**config.mk**
```make
export PLATFORM = sky130hd
export DESIGN_NAME = ahblite_lcd_slave
export DESIGN_NICKNAME = d
export VERILOG_FILES = /design/src/rtl/lcd_ahb_pkg.sv /design/src/rtl/lcd_win_bank.sv /design/src/rtl/ahblite_lcd_slave.sv
export SDC_FILE = /design/constraint.sdc
export NUM_CORES = 1
export LEC_CHECK = 0
export CELL_PAD_IN_SITES_DETAIL_PLACEMENT = 0
export CELL_PAD_IN_SITES_GLOBAL_PLACEMENT = 1
export CORE_UTILIZATION = 30
export CTS_BUF_LIST = sky130_fd_sc_hd__clkbuf_4 sky130_fd_sc_hd__clkbuf_8 sky130_fd_sc_hd__clkbuf_16
export CTS_CLUSTER_DIAMETER = 60
export DETAILED_ROUTE_END_ITERATION = 8
export PLACE_DENSITY_LB_ADDON = 0.1
export RECOVER_POWER = 50
export SYNTH_ARGS = -nofsm -noshare
export SYNTH_HDL_FRONTEND = slang
export SYNTH_HIERARCHICAL = 1
export SYNTH_SLANG_ARGS = --single-unit
```
**constraint.sdc**
```tcl
create_clock -name HCLK -period 5.25 [get_ports HCLK]
set_input_delay 1.05 -clock HCLK [delete_from_list [all_inputs] [get_ports HCLK]]
set_output_delay 1.05 -clock HCLK [all_outputs]
set_load 0.005 [all_outputs]
```
**src/rtl/lcd_ahb_pkg.sv**
```systemverilog
// rtl/lcd_ahb_pkg.sv - register indices, FSM state type and defaults for the LCD AHB-Lite slave
package lcd_ahb_pkg;

  localparam int COORD_W_DEF = 16;

  localparam logic [3:0] IDX_RSTN     = 4'd4;
  localparam logic [3:0] IDX_EN       = 4'd5;
  localparam logic [3:0] IDX_INI_EN   = 4'd6;
  localparam logic [3:0] IDX_COLOR_EN = 4'd7;
  localparam logic [3:0] IDX_SC       = 4'd8;
  localparam logic [3:0] IDX_EC       = 4'd9;
  localparam logic [3:0] IDX_SP       = 4'd10;
  localparam logic [3:0] IDX_EP       = 4'd11;

  typedef enum logic [1:0] {IDLE, DATA, STALL} state_e;

  // Indices 8-11 are the window coordinates.
  function automatic logic is_coord(input logic [3:0] idx);
    return idx[3:2] == 2'b10;
  endfunction

endpackage

```
**src/rtl/lcd_win_bank.sv**
```systemverilog
// rtl/lcd_win_bank.sv - window coordinate registers, commit handshake and stall generation
module lcd_win_bank
  import lcd_ahb_pkg::*;
#(
  parameter int COORD_W = COORD_W_DEF
) (
  input  logic               clk_i,
  input  logic               rst_ni,
  input  logic               wr_dphase_i,
  input  logic               we_i,
  input  logic [3:0]         idx_i,
  input  logic [COORD_W-1:0] wdata_i,
  input  logic               win_ready_i,
  output logic [COORD_W-1:0] sc_o,
  output logic [COORD_W-1:0] ec_o,
  output logic [COORD_W-1:0] sp_o,
  output logic [COORD_W-1:0] ep_o,
  output logic               win_valid_o,
  output logic               stall_o
);

  logic [COORD_W-1:0] sc_q, ec_q, sp_q, ep_q;
  logic               win_valid_q, win_valid_d;

  // A new ep write re-arms the commit even on the edge the driver accepts the old one.
  always_comb begin
    win_valid_d = win_valid_q;
    if (win_valid_q && win_ready_i) win_valid_d = 1'b0;
    if (we_i && idx_i == IDX_EP)    win_valid_d = 1'b1;
  end

  always_ff @(posedge clk_i or negedge rst_ni) begin
    if (!rst_ni) begin
      sc_q        <= '0;
      ec_q        <= '0;
      sp_q        <= '0;
      ep_q        <= '0;
      win_valid_q <= 1'b0;
    end else begin
      win_valid_q <= win_valid_d;
      if (we_i) begin
        case (idx_i)
          IDX_SC:  sc_q <= wdata_i;
          IDX_EC:  ec_q <= wdata_i;
          IDX_SP:  sp_q <= wdata_i;
          IDX_EP:  ep_q <= wdata_i;
          default: ;
        endcase
      end
    end
  end

  assign stall_o     = wr_dphase_i & is_coord(idx_i) & win_valid_q & ~win_ready_i;
  assign sc_o        = sc_q;
  assign ec_o        = ec_q;
  assign sp_o        = sp_q;
  assign ep_o        = ep_q;
  assign win_valid_o = win_valid_q;

endmodule

```
**src/rtl/ahblite_lcd_slave.sv**
```systemverilog
// rtl/ahblite_lcd_slave.sv - AHB-Lite LCD control/window register slave
// Define AHBLITE_LCD_READBACK_EN to build the register read-back mux.
module ahblite_lcd_slave
  import lcd_ahb_pkg::*;
#(
  parameter int COORD_W = COORD_W_DEF
) (
  input  logic               HCLK,
  input  logic               HRESETn,
  input  logic               HSEL,
  input  logic [31:0]        HADDR,
  input  logic [1:0]         HTRANS,
  input  logic [2:0]         HSIZE,
  input  logic [3:0]         HPROT,
  input  logic               HWRITE,
  input  logic [31:0]        HWDATA,
  input  logic               HREADY,
  output logic               HREADYOUT,
  output logic [31:0]        HRDATA,
  output logic               HRESP,
  output logic               LCD_rstn,
  output logic               LCD_en,
  output logic               LCD_ini_en,
  output logic               LCD_color_en,
  output logic [COORD_W-1:0] LCD_set_sc,
  output logic [COORD_W-1:0] LCD_set_ec,
  output logic [COORD_W-1:0] LCD_set_sp,
  output logic [COORD_W-1:0] LCD_set_ep,
  output logic               win_valid,
  input  logic               win_ready
);

  state_e     state_q;
  logic [3:0] idx_q;
  logic       wr_q;
  logic       rstn_q, en_q, ini_en_q, color_en_q;
  logic       addr_ok, dphase, stall, we;

  assign addr_ok = HSEL & HTRANS[1] & HREADY;
  assign dphase  = (state_q != IDLE);
  assign we      = dphase & wr_q & ~stall;

  always_ff @(posedge HCLK or negedge HRESETn) begin
    if (!HRESETn) begin
      state_q <= IDLE;
      idx_q   <= '0;
      wr_q    <= 1'b0;
    end else begin
      if (addr_ok) begin
        idx_q <= HADDR[5:2];
        wr_q  <= HWRITE;
      end
      case (state_q)
        IDLE:        state_q <= addr_ok ? DATA : IDLE;
        DATA, STALL: begin
          if (stall)       state_q <= STALL;
          else if (HREADY) state_q <= addr_ok ? DATA : IDLE;
          else             state_q <= DATA;
        end
        default:     state_q <= IDLE;
      endcase
    end
  end

  always_ff @(posedge HCLK or negedge HRESETn) begin
    if (!HRESETn) begin
      rstn_q     <= 1'b0;
      en_q       <= 1'b0;
      ini_en_q   <= 1'b0;
      color_en_q <= 1'b0;
    end else if (we) begin
      case (idx_q)
        IDX_RSTN:     rstn_q     <= HWDATA[0];
        IDX_EN:       en_q       <= HWDATA[0];
        IDX_INI_EN:   ini_en_q   <= HWDATA[0];
        IDX_COLOR_EN: color_en_q <= HWDATA[0];
        default: ;
      endcase
    end
  end

  lcd_win_bank #(.COORD_W(COORD_W)) u_win_bank (
    .clk_i       (HCLK),
    .rst_ni      (HRESETn),
    .wr_dphase_i (dphase & wr_q),
    .we_i        (we),
    .idx_i       (idx_q),
    .wdata_i     (HWDATA[COORD_W-1:0]),
    .win_ready_i (win_ready),
    .sc_o        (LCD_set_sc),
    .ec_o        (LCD_set_ec),
    .sp_o        (LCD_set_sp),
    .ep_o        (LCD_set_ep),
    .win_valid_o (win_valid),
    .stall_o     (stall)
  );

`ifdef AHBLITE_LCD_READBACK_EN
  logic [31:0] rdata;
  always_comb begin
    rdata = '0;
    if (dphase && !wr_q) begin
      case (idx_q)
        IDX_RSTN:     rdata[0] = rstn_q;
        IDX_EN:       rdata[0] = en_q;
        IDX_INI_EN:   rdata[0] = ini_en_q;
        IDX_COLOR_EN: rdata[0] = color_en_q;
        IDX_SC:       rdata[COORD_W-1:0] = LCD_set_sc;
        IDX_EC:       rdata[COORD_W-1:0] = LCD_set_ec;
        IDX_SP:       rdata[COORD_W-1:0] = LCD_set_sp;
        IDX_EP: begin
          rdata[COORD_W-1:0] = LCD_set_ep;
          rdata[31]          = win_valid;
        end
        default: ;
      endcase
    end
  end
  assign HRDATA = rdata;
`else
  assign HRDATA = '0;
`endif

  logic unused_bits;
  assign unused_bits = ^{HSIZE, HPROT, HADDR[31:6], HADDR[1:0], HTRANS[0], HWDATA[31:COORD_W]};

  assign HREADYOUT    = ~stall;
  assign HRESP        = 1'b0;
  assign LCD_rstn     = rstn_q;
  assign LCD_en       = en_q;
  assign LCD_ini_en   = ini_en_q;
  assign LCD_color_en = color_en_q;

endmodule

```
=== Word level (Yosys, flattened, before mapping) ===
Cells that the tools add are included.

* Bits in registers: 76
* Input bits: 79
* Output and inout bits: 103
* Word-level logic and storage cells: 52

* Eq/ne operators: 11
* Muxes and demuxes: 6
* Bitwise gates (word level): 9
* Reduce and logical (&&, ||, !) cells: 14

{| class="wikitable"
|+ Operators with widths
! operator !! count
|-
| 4-bit by 3-bit == test with 1-bit output, second input constant || 4
|-
| 4-bit == test, second input constant || 4
|-
| 2-bit AND reduction || 8
|-
| 1-bit AND || 7
|-
| 2-bit == test, second input constant || 2
|-
| 1-bit two-way mux || 4
|-
| 2-bit case mux with 2 select lines || 1
|-
| 2-bit nonzero test || 2
|-
| 2-bit by 1-bit == test with 1-bit output, second input constant || 1
|-
| 1-bit logical AND || 2
|-
| 2-bit zero test || 1
|-
| 2-bit two-way mux || 1
|-
| 1-bit NOT || 2
|-
| 2-bit OR reduction || 1
|}

=== Depth between registers and ports, before layout ===
Gate-level depths: netlist (run 1).

* Word-level depth: 9
* Mapped depth: 9
* Depth with buffers taken out: 7

=== Cells and area by module ===
Netlist (run 1), hierarchy kept.

{| class="wikitable"
|+ Modules (own cells, without submodules)
! module !! instances !! cells an instance !! area an instance (um^2) !! seq. area each (um^2)
|-
| lcd_win_bank || 1 || 143 || 2487.4 || 1626.6
|-
| ahblite_lcd_slave || 1 || 72 || 759.5 || 275.3
|}

=== Worst setup path before layout (run 1) ===
OpenSTA, ideal clock, no wires.

* Path type: input to register
* From: input port win_ready
* To: register u_win_bank.sp_q[10], in the netlist u_win_bank/sp_o[10]
* Setup time: 0.125 ns
* Data arrival time: 2.445 ns
* Required time: 5.125 ns
* Path slack: 2.680 ns
* Cell stages on the path: 6
* Buffers on the path: 2
* Cells stage by stage: and4b_1 nor3b_4 and4b_1 buf_2 buf_6 mux2_2

* Cells in the longest elaborated chain, start to end: 5

{| class="wikitable"
|+ Ends and longest elaborated chain
! what !! RTL line !! source
|-
| from (decl) || ahblite_lcd_slave.sv:30 || <nowiki>input logic win_ready</nowiki>
|-
| 1-bit NOT || lcd_win_bank.sv:53 || <nowiki>assign stall_o = wr_dphase_i & is_coord(idx_i) & win_valid_q & ~win_ready_i;</nowiki>
|-
| 1-bit AND || lcd_win_bank.sv:53 ||
|-
| 1-bit NOT || ahblite_lcd_slave.sv:41 || <nowiki>assign we = dphase & wr_q & ~stall;</nowiki>
|-
| 1-bit AND || ahblite_lcd_slave.sv:41 ||
|-
| named net we || ahblite_lcd_slave.sv:37 || <nowiki>logic addr_ok, dphase, stall, we;</nowiki>
|-
| 2-bit AND reduction (no source line) || -- ||
|-
| to (signal assigned) || lcd_win_bank.sv:45 || <nowiki>IDX_SP: sp_q <= wdata_i;</nowiki>
|-
| to (decl) || lcd_win_bank.sv:22 || <nowiki>logic [COORD_W-1:0] sc_q, ec_q, sp_q, ep_q;</nowiki>
|}

The timed path passes the listed nets, and every way through them passes these cells.
A chain may end at the register's enable or synchronous reset.

=== Worst setup path in the final report (run 1) ===
* From: input port win_ready
* To: output port HREADYOUT

* Cells in the longest elaborated chain, start to end: 3

{| class="wikitable"
|+ Ends and longest elaborated chain
! what !! RTL line !! source
|-
| 1-bit NOT || lcd_win_bank.sv:53 ||
|-
| 1-bit AND || lcd_win_bank.sv:53 ||
|-
| named net stall || ahblite_lcd_slave.sv:37 ||
|-
| 1-bit NOT || ahblite_lcd_slave.sv:127 || <nowiki>assign HREADYOUT = ~stall;</nowiki>
|-
| to (decl) || ahblite_lcd_slave.sv:18 || <nowiki>output logic HREADYOUT,</nowiki>
|}

The timed path passes the listed nets, and every way through them passes these cells.

==> results of run 1 <==
## state kept, by name, summed over array words and instances (netlist names)
| signal | flops |
|---|---|
| u_win_bank/ec_o | 16 |
| u_win_bank/ep_o | 16 |
| state_q | 2 |
| LCD_en | 1 |
| idx_q | 4 |
| u_win_bank/sc_o | 16 |
| LCD_rstn | 1 |
| u_win_bank/win_valid_o | 1 |
| LCD_ini_en | 1 |
| LCD_color_en | 1 |
| wr_q | 1 |
| u_win_bank/sp_o | 16 |
## placed cells by master, fill, tap and decap left out, types with 2 or more instances in the layout
cell / count
sky130_fd_sc_hd__and4b_1: 2
sky130_fd_sc_hd__ha_1: 2
sky130_fd_sc_hd__mux2_2: 64
sky130_fd_sc_hd__clkbuf_8: 11
sky130_fd_sc_hd__clkdlybuf4s50_1: 65
sky130_fd_sc_hd__nand4b_1: 2
sky130_fd_sc_hd__inv_1: 4
sky130_fd_sc_hd__dlygate4sd3_1: 30
sky130_fd_sc_hd__nor2b_1: 2
sky130_fd_sc_hd__conb_1: 33
sky130_fd_sc_hd__mux2_1: 9
sky130_fd_sc_hd__dfrtp_1: 76
sky130_fd_sc_hd__nand3_1: 2
## logic make-up after synthesis
group	Yosys count	synth area share [%]
mux	73	25.32
other cells	1	0.1155
flops	76	58.57
fa+ha+maj	2	0.7706
compound gates	3	0.6166
buf+inv	43	9.865
simple gates	17	4.740
## power by group through the flow
stage / clock, mW / sequential (mW) / combinational [mW]
floorplan: 0 / 0.944 / 0.237
global placement: 0 / 0.930 / 0.749
detailed placement: 0 / 0.940 / 0.750
CTS: 0.481 / 0.931 / 0.754
global route: 0.508 / 0.956 / 0.761
finish: 0.458 / 0.922 / 0.706
## synthesized netlist by cell type
master | number | area (sq um)
sky130_fd_sc_hd__ha_1 | 2 | 25.02
sky130_fd_sc_hd__nor2b_1 | 2 | 12.51
sky130_fd_sc_hd__nand3_1 | 2 | 10.01
sky130_fd_sc_hd__and4b_1 | 2 | 20.02
sky130_fd_sc_hd__dfrtp_1 | 76 | 1902
sky130_fd_sc_hd__a22oi_1 | 1 | 7.510
sky130_fd_sc_hd__nand4_1 | 1 | 6.260
sky130_fd_sc_hd__buf_4 | 34 | 255.2
sky130_fd_sc_hd__nand4b_2 | 1 | 15.01
sky130_fd_sc_hd__nor2b_4 | 1 | 13.76
sky130_fd_sc_hd__and4bb_2 | 1 | 12.51
sky130_fd_sc_hd__nor2_1 | 1 | 3.750
sky130_fd_sc_hd__buf_2 | 1 | 5.000
sky130_fd_sc_hd__nand4_2 | 1 | 12.51
sky130_fd_sc_hd__mux2_1 | 9 | 101.4
sky130_fd_sc_hd__and2_2 | 1 | 7.510
sky130_fd_sc_hd__nand4b_1 | 2 | 17.52
sky130_fd_sc_hd__o21ai_0 | 1 | 5.000
sky130_fd_sc_hd__conb_1 | 1 | 3.750
sky130_fd_sc_hd__mux2_2 | 64 | 720.7
sky130_fd_sc_hd__buf_6 | 4 | 45.04
sky130_fd_sc_hd__nand2_1 | 1 | 3.750
sky130_fd_sc_hd__inv_1 | 4 | 15.01
sky130_fd_sc_hd__nor3b_4 | 1 | 18.77
sky130_fd_sc_hd__a211oi_1 | 1 | 7.510
## metal layers
| metal | track usage [%] | vias up |
|---|---|---|
| li1 | - | 885 |
| met1 | 17.16 | 953 |
| met2 | 19.05 | 74 |
| met3 | 5.641 | 7 |
| met4 | 3.571 | 0 |
| met5 | 0 | - |
## layout make-up
type                    count  share of cell area [%]
clock buffers              12                   3.617
clock inverters             3                   1.054
inverters                   4                  0.3418
multi-input cells         128                   26.06
flip-flops and latches     76                   43.29
well taps                 136                   3.874
repair buffers             96                   21.76
## through the flow
stage                     std cells  total power, mW  setup slack [ns]  area, sq um
after global placement          440            1.679             1.625         4190
final                           455            2.087             1.738         4393
after global routing            455            2.225             1.709         4393
after floorplan                 247            1.181             2.680         3367
after CTS                       455            2.166             1.841         4395
after detailed placement        440            1.690             1.631         4190
## worst paths after layout
check                                         startpoint  cells after the start                             end
worst max-delay path                           win_ready                      4                       HREADYOUT
worst min-delay path            LCD_color_en$_DFFE_PN0P_                      1        LCD_color_en$_DFFE_PN0P_
worst max register to register      state_q[0]$_DFF_PN0_                      7  u_win_bank/sp_o[1]$_DFFE_PN0P_
worst min register to register  LCD_color_en$_DFFE_PN0P_                      1        LCD_color_en$_DFFE_PN0P_
max in group asynchronous                        HRESETn                      1            idx_q[2]$_DFFE_PN0P_
min in group asynchronous                        HRESETn                      1  u_win_bank/ep_o[2]$_DFFE_PN0P_
## worst reg2reg max path: stages, from the launching register on
cell and delay, ns:
sky130_fd_sc_hd__dfrtp_1 0.39, sky130_fd_sc_hd__inv_1 0.06, sky130_fd_sc_hd__ha_1 0.24, sky130_fd_sc_hd__nor2b_1 0.07, sky130_fd_sc_hd__and4b_1 0.22, sky130_fd_sc_hd__nor3b_4 0.37, sky130_fd_sc_hd__and4b_1 0.89, sky130_fd_sc_hd__mux2_2 0.42
==> key figures, run 1 <==
Power
  • Max IR drop VDD: 204.0 uV
  • Fraction of power consumed by the clock network: between 20% and 30%
  • Switching part of the total power: between 20% and 30%
  • Fraction of power consumed by sequential logic: 44.2%
  • Switching pwr: between 0.5 and 0.6 mW
  • Areal power density over the cells: roughly 470 mW/mm^2
  • Leak pwr: 2.097 nW
  • Combinational Power Share: around a third
  • Internal power contribution: 1.556 mW

Global route
  • Global-route usage over all layers: roughly an eighth
  • Gr ovfl total: 0
  • Global-route wire length before repair: 10,870 um
  • Via count of the first global-routing pass: between 1,500 and 2,000
  • Initial antenna violation count: 0
  • Maximum number of pins on one net before global-route repair: slightly below 80

STA
  • Final critical path time including I/O delays and setup: between 3 and 4 ns
  • Max-slew violation count: a little under 80
  • Final Hold Violating Endpoints: 0
  • Tightest Pin Transition: between 1.5 and 2 ns
  • Setup TNS: 0 ns
  • Number of endpoints failing setup at the final stage: 0
  • Fmax: approximately 280 MHz
  • Normalized max-slew margin: -28.84%
  • Setup skew after layout: 0.01108 ns
  • Final critical-path share of the clock period: 66.89%
  • Post-route worst hold slack: between 0.4 and 0.5 ns
  • Unrepaired setup endpoints after global routing: no

Worst setup path
  • Setup slack, reg-to-reg: around 2.5 ns
  • Worst EP required: between 4 and 5 ns
  • Critical path startpoint category: input pin
  • Cell at the slowest stage of the critical path: sky130_fd_sc_hd__dlygate4sd3_1
  • Crit path max fanout: 3
  • Element type at the critical path end: output pin
  • Delay-heaviest family, CP: buffers and inverters
  • Delay of the slowest cell on the worst path: about 0.54 ns
  • CP cell instances: dlygate4sd3_1 > and4b_1 > inv_1 > clkdlybuf4s50_1
  • Category of the critical setup timing path: input pin to output pin
  • CP arrival: 2.46 ns
  • Bufs and invs on worst path: 3

Route
  • Routed len/inst: 15.17 um
  • Antenna Violating Nets Remaining: 0
  • Final routed wirelength across all metal layers: 6901 um
  • Number of remaining DRC errors: 0
  • Met2 routed WL: between 3000 and 4000 um
  • Pre-antenna DRT Iters: 4
  • Met3 wire len: around 520 um
  • Via density: ~4.2
  • Met1 WL: approximately 3200 um
  • Vias: 1,919
  • Initial DRC Count: 21
  • Highest routed layer: met4

Clock network
  • Number of hold-repair buffers added at the cts stage: 0
  • Source-to-sink clock delay at the later pin of the worst-skew pair: 0.34 ns
  • Number of buffers inserted during clock tree synthesis: 9
  • Post-cts repair resize count: 0
  • Htree depth: 3
  • Setup Buffers After CTS: 0
  • Sink count of the clock tree: between 70 and 80
  • Clock root buffer: sky130_fd_sc_hd__clkbuf_8
  • CTS max path bufs: 2
  • CTS tree: yes
  • Clock transition at the registers of the reported paths: approximately 0.080 ns

Floorplanning
  • Top-level I/O count: between 150 and 200
  • Total die area: around 0.011 sq mm
  • Floorplan die width: about 110 um
  • Site row count: 37
  • Effective utilization at floorplan: approximately 31%
  • Height of the die: ~110 um
  • Standard cell core area: ~0.010 sq mm

Status
  • Outcome: finished with violations
  • Violated checks: capacitance limit, slew limit

Synth
  • Synth Instances: roughly 220
  • Count of cell types in the netlist: 25
  • Flop and latch count out of synthesis: 76
  • Average cell area after synthesis: ~15 sq um
  • Sequential-to-total area share from yosys stat: ~59%
  • Netlist Area Pre-Place: about 0.0032 sq mm
  • Number of synthesis warnings: 6

Layout
  • Storage cell area: 0.001902 sq mm
  • Proportion of layout cells with a drive suffix above 1: between 20 and 30%
  • Final standard cell utilization of the core: a little over two fifths
  • Number of nets at the end of the flow: a little under 400
  • Area added between synthesis and finish: 35.30%
  • Antenna cell count: 0
  • Multi-input gate area in the final layout: between 0.001 and 0.0015 sq mm
  • Layout filler cell count: approximately 1,000

Placement
  • Last weighted congestion value of the routability-driven placer: 0.6411
  • Detailed placement HPWL: roughly 4600 um
  • Number of input and output port buffers inserted: 96

Run
  • Maximum Capacitance Violations: 1

Min path
  • Worst min path class: flop to flop
No activity file was read; power rests on OpenSTA's default activity.
==> inputs of run 2 (changes only) <==
--- a/config.mk
+++ b/config.mk
@@ -7,7 +7,7 @@
 export LEC_CHECK = 0
 export CELL_PAD_IN_SITES_DETAIL_PLACEMENT = 0
 export CELL_PAD_IN_SITES_GLOBAL_PLACEMENT = 1
-export CORE_UTILIZATION = 30
+export CORE_UTILIZATION = 29
 export CTS_BUF_LIST = sky130_fd_sc_hd__clkbuf_4 sky130_fd_sc_hd__clkbuf_8 sky130_fd_sc_hd__clkbuf_16
 export CTS_CLUSTER_DIAMETER = 60
 export DETAILED_ROUTE_END_ITERATION = 8
==> constraint.sdc (replaced) <==
create_clock -name HCLK -period 3.6 [get_ports HCLK]
set_input_delay 0.72 -clock HCLK [delete_from_list [all_inputs] [get_ports HCLK]]
set_output_delay 0.72 -clock HCLK [all_outputs]
set_load 0.005 [all_outputs]
==> key figures, run 2 (synthesized netlist as in run 1, its figures left out) <==
Status
  • Outcome: finished with violations
  • Violated checks: capacitance limit, slew limit

Floorplanning
  • Effective utilization at floorplan: 29.82% (-1.4 points)
  • Standard cell core area: 0.01089 sq mm (+4.5%)
  • Site row count: 38 (+2.7%)
  • Top-level I/O count: 182 (unchanged)
  • Total die area: 0.01162 sq mm (+3.4%)
  • Height of the die: 107.8 um (+1.7%)
  • Floorplan die width: 107.8 um (+1.7%)

STA
  • Fmax: 367.0 MHz
  • Normalized max-slew margin: -29.46% (-0.63 points)
  • Tightest Pin Transition: 1.942 ns (+0.009398 ns)
  • Max-slew violation count: 77 (unchanged)
  • Final critical-path share of the clock period: between 70 and 80%
  • Number of endpoints failing setup at the final stage: 0 (unchanged)
  • Setup TNS: 0 ns (unchanged)
  • Unrepaired setup endpoints after global routing: no
  • Final Hold Violating Endpoints: 0 (unchanged)
  • Setup skew after layout: 0.01719 ns (+0.006116 ns)
  • Final critical path time including I/O delays and setup: 2.725 ns

Global route
  • Via count of the first global-routing pass: 2,008 (+5.5%)
  • Maximum number of pins on one net before global-route repair: 77 (unchanged)
  • Global-route wire length before repair: 11,080 um (+1.9%)
  • Initial antenna violation count: 0 (unchanged)
  • Gr ovfl total: 0 (unchanged)
  • Global-route usage over all layers: 12.95% (+0.033 points)

Worst setup path
  • Worst EP required: 2.88 ns (-1.32 ns)
  • Element type at the critical path end: output pin
  • Critical path startpoint category: input pin
  • Crit path max fanout: 3 (unchanged)
  • CP arrival: 2.00 ns (-0.46 ns)
  • Category of the critical setup timing path: input pin to output pin

Clock network
  • Setup Buffers After CTS: 0 (unchanged)
  • Clock transition at the registers of the reported paths: 0.08 ns (about the same)
  • CTS tree: yes
  • Sink count of the clock tree: 76 (unchanged)
  • CTS max path bufs: 2 (unchanged)
  • Number of hold-repair buffers added at the cts stage: 0 (unchanged)
  • Number of buffers inserted during clock tree synthesis: 9 (unchanged)
  • Post-cts repair resize count: 0 (unchanged)
  • Htree depth: 3 (unchanged)
  • Source-to-sink clock delay at the later pin of the worst-skew pair: 0.35 ns (about the same)
  • Clock root buffer: sky130_fd_sc_hd__clkbuf_8

Layout
  • Area of all placed cells without fillers: 0.004458 sq mm (+1.5%)
  • Antenna cell count: 0 (unchanged)
  • Filler-free cell count of the finished design: 463 (+1.8%)
  • Most common library cell in the layout ignoring fill and taps: sky130_fd_sc_hd__dfrtp_1
  • Number of nets at the end of the flow: 400 (+1.0%)
  • Top library cells by usage in the layout, fill and taps aside: 76 x sky130_fd_sc_hd__dfrtp_1, 66 x sky130_fd_sc_hd__clkdlybuf4s50_1, 64 x sky130_fd_sc_hd__mux2_2, 33 x sky130_fd_sc_hd__conb_1, 29 x sky130_fd_sc_hd__dlygate4sd3_1
  • Area added between synthesis and finish: 37.30%
  • Proportion of layout cells with a drive suffix above 1: 27.86% (+0.90 points)
  • Final standard cell utilization of the core: 40.94% (-1.2 points)

Power
  • Overall power consumption: 3.103 mW (+49%)
  • Leak pwr: 2.127 nW (+1.4%)
  • Max IR drop VDD: 309.8 uV (+52%)
  • Areal power density over the cells: 696.1 mW/mm^2 (+47%)

Run
  • Maximum Capacitance Violations: 1 (unchanged)

Route
  • Antenna Violating Nets Remaining: 0 (unchanged)
  • Final routed wirelength across all metal layers: 6968 um (+0.97%)
  • Pre-antenna DRT Iters: 3 (-1)
  • Vias: 1,968 (+2.6%)
  • Routed len/inst: 15.05 um (-0.77%)
  • Via density: 4.251 (+0.78%)
  • Number of remaining DRC errors: 0 (unchanged)
  • Initial DRC Count: 25 (+19%)

Placement
  • Last weighted congestion value of the routability-driven placer: 0.6261 (-2.3%)
  • Number of input and output port buffers inserted: 96 (unchanged)
  • Area of placed instances: 0.004238 sq mm (+1.1%)
  • Detailed placement HPWL: 4589 um (+0.50%)
  • Placed cell count: 448 (+1.8%)

Min path
  • Worst min path class: flop to flop
==> run 2: changes by cell type in the layout (fill, tap and decap cells not counted), sizes merged <==
| cell | before | now |
|---|---|---|
| buf | 0 | 4 |
| bufinv | 1 | 2 |
| clkbuf | 13 | 11 |
| clkdlybuf4s50 | 65 | 66 |
| dlygate4sd3 | 30 | 29 |
| inv | 4 | 5 |
==> run 2: metrics by stage <==
stage,worst slack (ns),hold slack [ns]
final,0.8755,0.4884
after detailed placement,0.5460,0.4860
after global routing,0.8067,0.5132
after CTS,0.8657,0.5060
after global placement,0.5507,0.4790
after floorplan,1.360,0.4244
==> run 2: path summary, 6_finish.rpt <==
kind / startpoint / endpoint / slack, ns / cells after the start
max reg2reg: state_q[0]$_DFF_PN0_ / u_win_bank/ep_o[2]$_DFFE_PN0P_ / 1.07 / 8
max: win_ready / HREADYOUT / 0.88 / 4
max in group asynchronous: HRESETn / u_win_bank/ec_o[13]$_DFFE_PN0P_ / 1.53 / 1
min reg2reg: LCD_ini_en$_DFFE_PN0P_ / LCD_ini_en$_DFFE_PN0P_ / 0.49 / 1
min: LCD_ini_en$_DFFE_PN0P_ / LCD_ini_en$_DFFE_PN0P_ / 0.49 / 1
min in group asynchronous: HRESETn / u_win_bank/ec_o[3]$_DFFE_PN0P_ / 0.92 / 1
==> run 2: area by class of cell <==
class	instances	area, sq um
inverter	4	15.01
tap	140	175.2
fill	1075	6430
clock buffer	10	137.6
timing repair buffer	100	998.5
sequential	76	1902
clock inverter	5	85.08
multi-input combinational	128	1145
==> run 2: power breakdown <==
part	internal, mW	switching, mW
clock network	0.409	0.325
registers	1.18	0.165
logic	0.731	0.297
total	2.32	0.787
==> run 2: critical path, cell delays in order <==
cell and delay [ns]:
sky130_fd_sc_hd__clkdlybuf4s50_1 0.46, sky130_fd_sc_hd__and4b_1 0.23, sky130_fd_sc_hd__inv_1 0.09, sky130_fd_sc_hd__clkdlybuf4s50_1 0.50
==> run 2: layer usage <==
metal	part of all wire, %	global-route usage (%)
met1	43	16.09
met2	47	20.19
met3	8.7	5.145
met4	1.3	4.697
met5	0	0
==> inputs of run 3 (changes only) <==
--- a/config.mk
+++ b/config.mk
@@ -7,7 +7,7 @@
 export LEC_CHECK = 0
 export CELL_PAD_IN_SITES_DETAIL_PLACEMENT = 0
 export CELL_PAD_IN_SITES_GLOBAL_PLACEMENT = 1
-export CORE_UTILIZATION = 29
+export CORE_UTILIZATION = 27
 export CTS_BUF_LIST = sky130_fd_sc_hd__clkbuf_4 sky130_fd_sc_hd__clkbuf_8 sky130_fd_sc_hd__clkbuf_16
 export CTS_CLUSTER_DIAMETER = 60
 export DETAILED_ROUTE_END_ITERATION = 8
==> constraint.sdc (replaced) <==
create_clock -name HCLK -period 2.5 [get_ports HCLK]
set_input_delay 0.5 -clock HCLK [delete_from_list [all_inputs] [get_ports HCLK]]
set_output_delay 0.5 -clock HCLK [all_outputs]
set_load 0.005 [all_outputs]
==> key figures, run 3 (synthesized netlist as in run 1, its figures left out) <==
Status
  • Outcome: finished with violations
  • Violated checks: DRC

Clock network
  • Clock root buffer: sky130_fd_sc_hd__clkbuf_16
  • Clock transition at the registers of the reported paths: 0.06 ns (-0.02 ns)
  • CTS tree: yes
  • Number of hold-repair buffers added at the cts stage: 0 (unchanged)
  • Number of buffers inserted during clock tree synthesis: 9 (unchanged)
  • Htree depth: 3 (unchanged)
  • Sink count of the clock tree: 76 (unchanged)
  • Source-to-sink clock delay at the later pin of the worst-skew pair: 0.33 ns (-0.02 ns)
  • CTS max path bufs: 2 (unchanged)

Power
  • Overall power consumption: 4.705 mW (+52%)
  • Max IR drop VDD: 413.7 uV (+34%)
  • Switching part of the total power: 24.79% (-0.56 points)
  • Fraction of power consumed by the clock network: 27.1% (+3.5 points)
  • Fraction of power consumed by sequential logic: 41.2% (-2.0 points)
  • Combinational Power Share: 31.7% (-1.4 points)
  • Switching pwr: 1.167 mW (+48%)
  • Leak pwr: 2.190 nW (+3.0%)
  • Internal power contribution: 3.538 mW (+53%)
  • Areal power density over the cells: 1023 mW/mm^2 (+47%)

Global route
  • Gr ovfl total: 0 (unchanged)
  • Initial antenna violation count: 0 (unchanged)
  • Global-route usage over all layers: 12.34% (-0.61 points)
  • Maximum number of pins on one net before global-route repair: 40 (-48%)
  • Via count of the first global-routing pass: 2,177 (+8.4%)
  • Global-route wire length before repair: 11,720 um (+5.8%)

Worst setup path
  • Setup slack, reg-to-reg: 0.29 ns (-0.78 ns)
  • CP arrival: 2.42 ns (+0.42 ns)
  • Cell at the slowest stage of the critical path: sky130_fd_sc_hd__dfrtp_1
  • Number of stages on the worst setup path: 8 (+4)
  • Critical path startpoint category: flop
  • Delay of the slowest cell on the worst path: 0.38 ns (-0.12 ns)
  • Source of the worst register-to-register timing path: state_q[0]$_DFF_PN0_
  • Element type at the critical path end: flop
  • Crit path max fanout: 16 (+13)
  • Cell count of the worst reg-to-reg path: 8 (unchanged)
  • Worst EP required: 2.71 ns (-0.17 ns)
  • Bufs and invs on worst path: 2 (-1)
  • Category of the critical setup timing path: flop to flop
  • Delay-heaviest family, CP: simple AND/OR/NAND/NOR gates
  • Endpoint of the worst-slack reg-to-reg timing path: u_win_bank/sc_o[11]$_DFFE_PN0P_
  • CP cell instances: inv_1 > ha_1 > nor2b_1 > and4b_1 > nor3b_4 > and4bb_2 > buf_12 > mux2_2

Route
  • Routed len/inst: 15.21 um (+1.1%)
  • Final routed wirelength across all metal layers: 7179 um (+3.0%)
  • Pre-antenna DRT Iters: 5 (+2)
  • Antenna Violating Nets Remaining: 0 (unchanged)
  • Initial DRC Count: 49 (+96%)
  • Number of remaining DRC errors: 9 (+9)
  • Via density: 4.191 (-1.4%)
  • Vias: 1,978 (+0.51%)

Placement
  • Number of input and output port buffers inserted: 96 (unchanged)
  • Area of placed instances: 0.004317 sq mm (+1.9%)
  • Last weighted congestion value of the routability-driven placer: 0.6489 (+3.6%)
  • Pre-CTS setup slack: -0.02153 ns (-0.5676 ns)
  • Detailed placement HPWL: 4919 um (+7.2%)

STA
  • Normalized max-slew margin: 34.99% (+64 points)
  • Number of endpoints failing setup at the final stage: 0 (unchanged)
  • Fmax: between 400 and 500 MHz
  • Post-route worst hold slack: 0.3093 ns (-0.1791 ns)
  • Max-slew violation count: 0 (-100%)
  • Unrepaired setup endpoints after global routing: no
  • Final critical path time including I/O delays and setup: around 2.2 ns
  • Least setup slack across all paths after layout: 0.2860 ns (-0.5894 ns)
  • Setup skew after layout: 0.008157 ns (-0.009038 ns)
  • Final Hold Violating Endpoints: 0 (unchanged)
  • Tightest Pin Transition: 0.9751 ns (-0.9669 ns)
  • Final critical-path share of the clock period: 88.56%

Layout
  • Layout filler cell count: 1,147 (+6.7%)
  • Area of all placed cells without fillers: 0.004598 sq mm (+3.1%)
  • Proportion of layout cells with a drive suffix above 1: 29.18% (+1.3 points)
  • Most common library cell in the layout ignoring fill and taps: sky130_fd_sc_hd__dfrtp_1
  • Number of nets at the end of the flow: 405 (+1.3%)
  • Antenna cell count: 0 (unchanged)
  • Top library cells by usage in the layout, fill and taps aside: 76 x sky130_fd_sc_hd__dfrtp_1, 65 x sky130_fd_sc_hd__clkdlybuf4s50_1, 64 x sky130_fd_sc_hd__mux2_2, 33 x sky130_fd_sc_hd__conb_1, 29 x sky130_fd_sc_hd__dlygate4sd3_1
  • Area added between synthesis and finish: 41.62%
  • Final standard cell utilization of the core: 39.76% (-1.2 points)

Min path
  • Worst min path class: input pin to asynchronous set/reset pin

Floorplanning
  • Height of the die: 111.7 um (+3.6%)
  • Total die area: 0.01247 sq mm (+7.3%)
  • Site row count: 39 (+2.6%)
  • Top-level I/O count: 182 (unchanged)
  • Standard cell core area: 0.01156 sq mm (+6.2%)
  • Effective utilization at floorplan: 28.08% (-1.7 points)
  • Floorplan die width: 111.7 um (+3.6%)

Run
  • Maximum Capacitance Violations: 0 (-1)
[run 3: per-layer routing]
metal | wire length, um | part of all wire, % | GRT usage [%]
met2 | 3693 | 51 | 20.79
met1 | 3079 | 43 | 14.68
met3 | 367 | 5.1 | 3.919
met5 | 0 | 0 | 0
met4 | 38 | 0.53 | 4.595
[run 3: timing repair]
action	CTS	global route
buffers inserted	0	0
resized for setup	0	3
setup endpoints to repair	0	1
[run 3: stage by stage]
step           setup TNS (ns)  instances
2_1_floorplan               0        247
3_3_place_gp          -0.4765        456
3_5_place_dp          -0.4494        456
4_1_cts                     0        472
5_1_grt                     0        472
6_report                    0        472
[run 3: worst max path at each step]
stage                                            to                  from  slack (ns)
floorplan           u_win_bank/sp_o[10]$_DFFE_PN0P_  state_q[0]$_DFF_PN0_        0.31
global placement     u_win_bank/sc_o[9]$_DFFE_PN0P_             win_ready       -0.02
detailed placement   u_win_bank/sp_o[5]$_DFFE_PN0P_             win_ready       -0.02
CTS                                       HREADYOUT  state_q[0]$_DFF_PN0_       0.009
global route         u_win_bank/sc_o[6]$_DFFE_PN0P_  state_q[1]$_DFF_PN0_        0.11
finish              u_win_bank/sc_o[11]$_DFFE_PN0P_  state_q[0]$_DFF_PN0_        0.29
[run 3: cell type report]
| type | instances | area (sq um) | share of cell area (%) |
|---|---|---|---|
| flip-flops and latches | 76 | 1902 | 41.36 |
| well taps | 143 | 178.9 | 3.891 |
| inverters | 4 | 15.01 | 0.3265 |
| multi-input cells | 128 | 1145 | 24.90 |
| clock inverters | 6 | 63.81 | 1.388 |
| clock buffers | 10 | 232.7 | 5.061 |
| repair buffers | 105 | 1061 | 23.07 |
[run 3: power by group through the flow]
stage / sequential (mW) / combinational [mW] / clock (mW)
2_1_floorplan: 1.98 / 0.498 / 0
3_3_place_gp: 1.96 / 1.60 / 0
6_report: 1.94 / 1.49 / 1.28
4_1_cts: 1.96 / 1.60 / 1.33
3_5_place_dp: 1.97 / 1.60 / 0
5_1_grt: 2.01 / 1.62 / 1.39
